## config.mk

```make
export PLATFORM = sky130hd
export DESIGN_NAME = spi_cmd_decoder
export DESIGN_NICKNAME = d
export VERILOG_FILES = /design/src/rtl/spi_cmd_pkg.sv /design/src/rtl/spi_cmd_decoder.sv
export SDC_FILE = /design/constraint.sdc
export NUM_CORES = 1
export LEC_CHECK = 0
export ABC_CLOCK_PERIOD_IN_PS = 1850
export CAP_MARGIN = 0
export CORE_ASPECT_RATIO = 2
export CORE_MARGIN = 2
export CORE_UTILIZATION = 49
export DETAILED_ROUTE_END_ITERATION = 10
export GPL_TIMING_DRIVEN = 0
export HOLD_SLACK_MARGIN = 0.12
export PLACE_DENSITY_LB_ADDON = 0.1
export SLEW_MARGIN = 20
export SYNTH_ARGS = -nofsm -noshare
export SYNTH_HDL_FRONTEND = slang
export SYNTH_SLANG_ARGS = --single-unit
```

## constraint.sdc

```tcl
create_clock -name clk -period 1.85 [get_ports clk]
set_input_delay 0.37 -clock clk [delete_from_list [all_inputs] [get_ports clk]]
set_output_delay 0.37 -clock clk [all_outputs]
set_load 0.005 [all_outputs]
```

## src/rtl/spi_cmd_pkg.sv

```systemverilog
// Shared definitions for the SPI command decoder.
//   - Opcode values recognised in the first byte of a frame.
//   - Decoder FSM state encoding.
package spi_cmd_pkg;

    localparam logic [7:0] OP_WRITE  = 8'h02;
    localparam logic [7:0] OP_READ   = 8'h03;
    localparam logic [7:0] OP_STATUS = 8'h05;
    localparam logic [7:0] OP_ID     = 8'h9F;

    typedef enum logic [2:0] {
        IDLE,
        CMD,
        ADDR,
        WDATA,
        RDATA,
        IGNORE
    } state_t;

endpackage

```

## src/rtl/spi_cmd_decoder.sv

```systemverilog
// Command/register-access layer behind the SPI byte shifter.
// Decodes frames of {opcode, address (MSB first), data...} and drives a
// single-master register bus. Read data and status bytes go back to the
// shifter through tx_vld/tx_dat.
//
// Ports:
//   clk, rst            clock and asynchronous active-high reset
//   start, busy         frame start pulse / frame active (SSN low)
//   rx_vld, rx_dat      received byte strobe and value
//   tx_overrun          sticky overrun flag from the shifter (reported by STATUS)
//   tx_vld, tx_dat      byte to load into the shifter's pending buffer
//   bus_addr, bus_wdat  register bus address and write data
//   bus_we, bus_re      one-cycle write / read strobes
//   bus_rdat, bus_rvld  read response from the register bus
//   rd_late             sticky: next byte arrived before the read response
module spi_cmd_decoder
    import spi_cmd_pkg::*;
#(
    parameter int         ADDR_BYTES = 2,
    parameter int         ADDR_W     = 16,
    parameter logic [7:0] ID_BYTE    = 8'hA5
) (
    input  logic              clk,
    input  logic              rst,
    input  logic              start,
    input  logic              busy,
    input  logic              rx_vld,
    input  logic [7:0]        rx_dat,
    input  logic              tx_overrun,
    output logic              tx_vld,
    output logic [7:0]        tx_dat,
    output logic [ADDR_W-1:0] bus_addr,
    output logic [7:0]        bus_wdat,
    output logic              bus_we,
    output logic              bus_re,
    input  logic [7:0]        bus_rdat,
    input  logic              bus_rvld,
    output logic              rd_late
);

    localparam logic [1:0] LAST_ADDR = 2'(ADDR_BYTES - 1);

    state_t              state_reg, state_next;
    logic [1:0]          cnt_reg, cnt_next;
    logic                is_read_reg, is_read_next;
    logic [ADDR_W-1:0]   addr_reg, addr_next;
    logic                rd_pend_reg, rd_pend_next;
    logic                rd_late_reg, rd_late_next;
    logic                tx_vld_reg, tx_vld_next;
    logic [7:0]          tx_dat_reg, tx_dat_next;
    logic [ADDR_W-1:0]   bus_addr_reg, bus_addr_next;
    logic [7:0]          bus_wdat_reg, bus_wdat_next;
    logic                bus_we_reg, bus_we_next;
    logic                bus_re_reg, bus_re_next;

    // Shifting the new byte in at the bottom and truncating drops any
    // received address bits above ADDR_W.
    logic [ADDR_W+7:0]   addr_shift;
    logic [ADDR_W-1:0]   addr_inc;
    logic                rvld_take;

    assign addr_shift = {addr_reg, rx_dat};
    assign addr_inc   = addr_reg + 1'b1;
    // Only a response to a read we actually issued in this frame counts;
    // anything else (e.g. after an abort) is dropped.
    assign rvld_take  = (state_reg == RDATA) && rd_pend_reg && bus_rvld;

    always_ff @(posedge clk or posedge rst) begin
        if (rst) begin
            state_reg    <= IDLE;
            cnt_reg      <= '0;
            is_read_reg  <= 1'b0;
            addr_reg     <= '0;
            rd_pend_reg  <= 1'b0;
            rd_late_reg  <= 1'b0;
            tx_vld_reg   <= 1'b0;
            tx_dat_reg   <= '0;
            bus_addr_reg <= '0;
            bus_wdat_reg <= '0;
            bus_we_reg   <= 1'b0;
            bus_re_reg   <= 1'b0;
        end else begin
            state_reg    <= state_next;
            cnt_reg      <= cnt_next;
            is_read_reg  <= is_read_next;
            addr_reg     <= addr_next;
            rd_pend_reg  <= rd_pend_next;
            rd_late_reg  <= rd_late_next;
            tx_vld_reg   <= tx_vld_next;
            tx_dat_reg   <= tx_dat_next;
            bus_addr_reg <= bus_addr_next;
            bus_wdat_reg <= bus_wdat_next;
            bus_we_reg   <= bus_we_next;
            bus_re_reg   <= bus_re_next;
        end
    end

    always_comb begin
        state_next    = state_reg;
        cnt_next      = cnt_reg;
        is_read_next  = is_read_reg;
        addr_next     = addr_reg;
        rd_pend_next  = rd_pend_reg;
        rd_late_next  = rd_late_reg;
        tx_vld_next   = 1'b0;
        tx_dat_next   = tx_dat_reg;
        bus_addr_next = bus_addr_reg;
        bus_wdat_next = bus_wdat_reg;
        bus_we_next   = 1'b0;
        bus_re_next   = 1'b0;

        if (!busy) begin
            // Frame ended: forget any read still in flight.
            state_next   = IDLE;
            cnt_next     = '0;
            rd_pend_next = 1'b0;
        end else if (start) begin
            state_next   = CMD;
            cnt_next     = '0;
            rd_pend_next = 1'b0;
        end else begin
            case (state_reg)
                CMD: begin
                    if (rx_vld) begin
                        case (rx_dat)
                            OP_WRITE: begin
                                is_read_next = 1'b0;
                                state_next   = ADDR;
                            end
                            OP_READ: begin
                                is_read_next = 1'b1;
                                state_next   = ADDR;
                            end
                            OP_STATUS: begin
                                tx_vld_next = 1'b1;
                                tx_dat_next = {6'b0, rd_late_reg, tx_overrun};
                                state_next  = IGNORE;
                            end
                            OP_ID: begin
                                tx_vld_next = 1'b1;
                                tx_dat_next = ID_BYTE;
                                state_next  = IGNORE;
                            end
                            default: state_next = IGNORE;
                        endcase
                    end
                end
                ADDR: begin
                    if (rx_vld) begin
                        addr_next = addr_shift[ADDR_W-1:0];
                        if (cnt_reg == LAST_ADDR) begin
                            cnt_next = '0;
                            if (is_read_reg) begin
                                // Prefetch so the data is ready for the dummy slot.
                                state_next    = RDATA;
                                bus_re_next   = 1'b1;
                                bus_addr_next = addr_shift[ADDR_W-1:0];
                                rd_pend_next  = 1'b1;
                            end else begin
                                state_next = WDATA;
                            end
                        end else begin
                            cnt_next = cnt_reg + 2'd1;
                        end
                    end
                end
                WDATA: begin
                    if (rx_vld) begin
                        bus_we_next   = 1'b1;
                        bus_wdat_next = rx_dat;
                        bus_addr_next = addr_reg;
                        addr_next     = addr_inc;
                    end
                end
                RDATA: begin
                    if (rvld_take) begin
                        tx_vld_next  = 1'b1;
                        tx_dat_next  = bus_rdat;
                        addr_next    = addr_inc;
                        rd_pend_next = 1'b0;
                    end
                    if (rx_vld) begin
                        // A response landing in the same cycle is not late.
                        if (rd_pend_reg && !rvld_take) begin
                            rd_late_next = 1'b1;
                        end
                        bus_re_next   = 1'b1;
                        bus_addr_next = rvld_take ? addr_inc : addr_reg;
                        rd_pend_next  = 1'b1;
                    end
                end
                default: ;  // IDLE and IGNORE discard received bytes
            endcase
        end
    end

    assign tx_vld   = tx_vld_reg;
    assign tx_dat   = tx_dat_reg;
    assign bus_addr = bus_addr_reg;
    assign bus_wdat = bus_wdat_reg;
    assign bus_we   = bus_we_reg;
    assign bus_re   = bus_re_reg;
    assign rd_late  = rd_late_reg;

endmodule

```

==> flow_metrics.py <==
metrics = {
    "synthesis": {
        "synth_edf_count": 0,
        "synthDistinctLibCells": 64,
        "synthAdderAreaFrac_pct": 0.353,
        "syn_inst": 402,
        "synth_xor_area_share_pct": 1.48,
        "yosys_warnings": 0,
        "synth.area.mux_share_pct": 3.78,
        "ys_ff_latch": 59,
        "synth-simple-area-share_pct": 22.7,
        "synth-compound-area-share_pct": 24.6,
        "ys_seq_area_share_pct": 41.6,
        "syn-mean-instance-area_um2": 8.82,
        "ys.flop_type": "dfrtp_1",
        "async_flop_share_pct": 100,
        "synth_nets": 426,
        "synth_top_family_by_area": "compound AO/OA/AOI/OAI gates",
        "synth_area_mm2": 0.00355,
    },
    "clocking": {
        "cts-hold-fix-buffers": 0,
        "cts_tree": "built",
        "clkTransAtPathRegs_ns": 0.05,
        "clk_latency_ns": 0.33,
        "numCtsBuffers": 9,
        "root_buffer": "clkbuf_16",
        "clock_path_buffers": 2,
        "h-tree-depth": 3,
        "cts_num_sinks": 59,
    },
    "power_and_ir_drop": {
        "comb_power_share_pct": 29.0,
        "ir_drop_v": 0.000677,
        "seqPwrFrac_pct": 36.8,
        "intPower_uw": 3200,
        "p_per_area_mw_per_mm2": 934,
        "leakagePower_uw": 0.00216,
        "p_sw_uw": 1500,
        "swShare_pct": 32.0,
        "clkPwrFrac_pct": 34.2,
    },
    "timing": {
        "fin_ws_ns": -0.00687,
        "period_needed_ns": 1.86,
        "slew_viol_final": 0,
        "hold_viol_final": 0,
        "rsz0062_at_grt": "yes",
        "min_period_over_period_pct": 100,
        "worstMarginPinSlew_ns": 0.553,
        "max_freq_ghz": 0.539,
        "max-slew-margin-rel_pct": 63.1,
        "fin_skew_ns": 0.00517,
        "setup_viol": 1,
    },
    "place": {
        "dpl.hpwl_um": 8500,
        "gp_congestion": 0.970,
        "post-place-ws_ns": -0.680,
        "io_buffers": 57,
        "dpl-instance-area_mm2": 0.00426,
    },
    "grt": {
        "grt_start_max_net_pins": 56,
        "antenna_found_initial": 0,
        "grt_pass1_wl_um": 19100,
        "grt_usage_pct": 31.8,
        "grt_pass1_vias": 3690,
        "grt.overflow.total": 0,
    },
    "finish": {
        "antenna_cells": 0,
        "drive_gt1_share_pct": 24.9,
        "nets": 517,
        "design_area_mm2": 0.00503,
        "synthToLayoutAreaGrowth_pct": 41.9,
        "final_common_cell": "dfrtp_1",
        "layout_common_cells": "dfrtp_1, clkdlybuf4s50_1, a21oi_1",
    },
    "worst_setup_path": {
        "crit_path_end_kind": "register",
        "slowest_stage": "dfrtp_2",
        "max_stage_delay_ns": 0.42,
        "arrival_ns": 2.07,
        "critPathBufInv": 1,
        "worst-setup-path-type": "reg2reg",
        "path_depth": 6,
        "start_kind": "register",
        "worstPathRequired_ns": 2.06,
        "critical_path.max_fanout": 4,
        "rr_worst_depth": 6,
        "path_delay_family": "compound AO/OA/AOI/OAI gates",
        "crit_chain": "buf_4 > or3b_4 > o21ai_2 > o21ai_1 > a21oi_2 > mux2_4",
    },
    "drt": {
        "num_vias": 3722,
        "drc": 0,
        "drtAntennaViolNets": 0,
        "dr.pass1.iters": 7,
        "drt-initial-drc-count": 400,
        "avgViaCountPerCell": 6.33,
        "wl_per_cell_um": 20.8,
        "wirelength_um": 12200,
    },
    "floorplan": {
        "die-area_mm2": 0.00797,
        "start_util_pct": 50.7,
        "core_mm2": 0.00699,
        "die_h_um": 124,
        "rows": 43,
        "num_io_pins": 59,
        "chipWidth_um": 64.2,
    },
    "outcome": {
        "violations": "setup timing",
        "status": "complete, but fails checks",
    },
    "worst_hold_path": {
        "hp-class": "in2async",
    },
    "job": {
        "drv_cap": 0,
    },
}
[power groups by stage]
stage | clock, uW | combinational, uW | sequential (uW)
finish | 1610 | 1360 | 1730
global route | 1670 | 1490 | 1770
CTS | 1610 | 1270 | 1720
detailed placement | 0 | 1230 | 1740
global placement | 0 | 1210 | 1730
floorplan | 0 | 660 | 1720
[stage by stage]
| stage | std cells | hold WS [ns] | utilization (%) | total power (uW) | setup TNS, ns |
|---|---|---|---|---|---|
| finish | 588 | 0.265 | 71.9 | 4700 | -0.00687 |
| global route | 588 | 0.277 | 71.9 | 4930 | -0.963 |
| CTS | 573 | 0.261 | 67.6 | 4600 | -0.00540 |
| detailed placement | 550 | 0.490 | 60.9 | 2960 | -28.05 |
| global placement | 549 | 0.485 | 60.5 | 2930 | -88.85 |
| floorplan | 402 | 0.457 | - | 2380 | 0 |
[path summary, 6_finish.rpt]
| path | from | endpoint | slack, ns |
|---|---|---|---|
| worst max-delay path | state_reg[0]$_DFFE_PP0P_ | rd_pend_reg$_DFFE_PP0P_ | -0.007 |
| worst min-delay path | rst | tx_dat[7]$_DFFE_PP0P_ | 0.26 |
| worst max register to register | state_reg[0]$_DFFE_PP0P_ | rd_pend_reg$_DFFE_PP0P_ | -0.007 |
| worst min register to register | cnt_reg[1]$_DFFE_PP0P_ | cnt_reg[1]$_DFFE_PP0P_ | 0.50 |
| max in group asynchronous | rst | addr_reg[9]$_DFFE_PP0P_ | 1.09 |
| min in group clk | rx_dat[2] | bus_wdat[2]$_DFFE_PP0P_ | 0.47 |
[final cells by class]
class                      instances  area (um2)
tap                               90         113
multi-input combinational        304        2070
timing repair buffer              81         808
buffer                            33         248
sequential                        59        1480
clock buffer                      11         253
fill                             548        1960
clock inverter                     5        37.5
inverter                           5        21.3
[metal layers]
metal / share of wire [%] / wire [um] / GRT usage (%) / vias to the layer above
met5: 0 / 0 / 0 / -
met4: 6.5 / 799 / 19.6 / 0
met1: 34 / 4170 / 34.4 / 1760
li1: - / - / - / 1682
met2: 52 / 6400 / 54.9 / 218
met3: 7.1 / 874 / 6.78 / 62
[Yosys cell counts, types with 3 or more instances]
cell / instances / area share (%)
o21ai_1: 3 / 0.42
a21oi_1: 40 / 5.6
clkbuf_1: 10 / 1.1
nor3b_1: 3 / 0.64
a211oi_1: 4 / 0.85
dfrtp_1: 59 / 42
nor2_1: 37 / 3.9
nor3_1: 8 / 1.1
inv_1: 5 / 0.53
a221oi_1: 7 / 1.7
o221ai_1: 3 / 0.74
buf_2: 19 / 2.7
xor2_1: 5 / 1.2
a21o_1: 3 / 0.64
o31ai_1: 3 / 0.64
a31oi_1: 15 / 2.6
nand2_1: 37 / 3.9
nor4_1: 8 / 1.4
and3_1: 9 / 1.6
o31a_1: 3 / 0.74
a22oi_1: 4 / 0.85
nand3_1: 15 / 2.1
nor2b_1: 3 / 0.53
and4_1: 3 / 0.74
o21ai_0: 32 / 4.5
mux2_2: 11 / 3.5
[timing repair]
| action | 4_1_cts | 5_1_grt |
|---|---|---|
| endpoints found under the setup margin | 50 | 50 |
| pin swaps | 6 | 10 |
| gates cloned | 0 | 1 |
| setup buffers | 8 | 14 |
| resized for setup | 39 | 53 |
[kinds of logic (layout without fill, tap and decap cells)]
kind of cell | Yosys count | after routing
flops | 59 | 59
fa+ha+maj | 1 | 1
buf+inv | 39 | 135
xor+xnor | 6 | 6
mux | 12 | 12
simple gates | 148 | 148
compound gates | 137 | 137
Power figures use the tool's default switching activity.
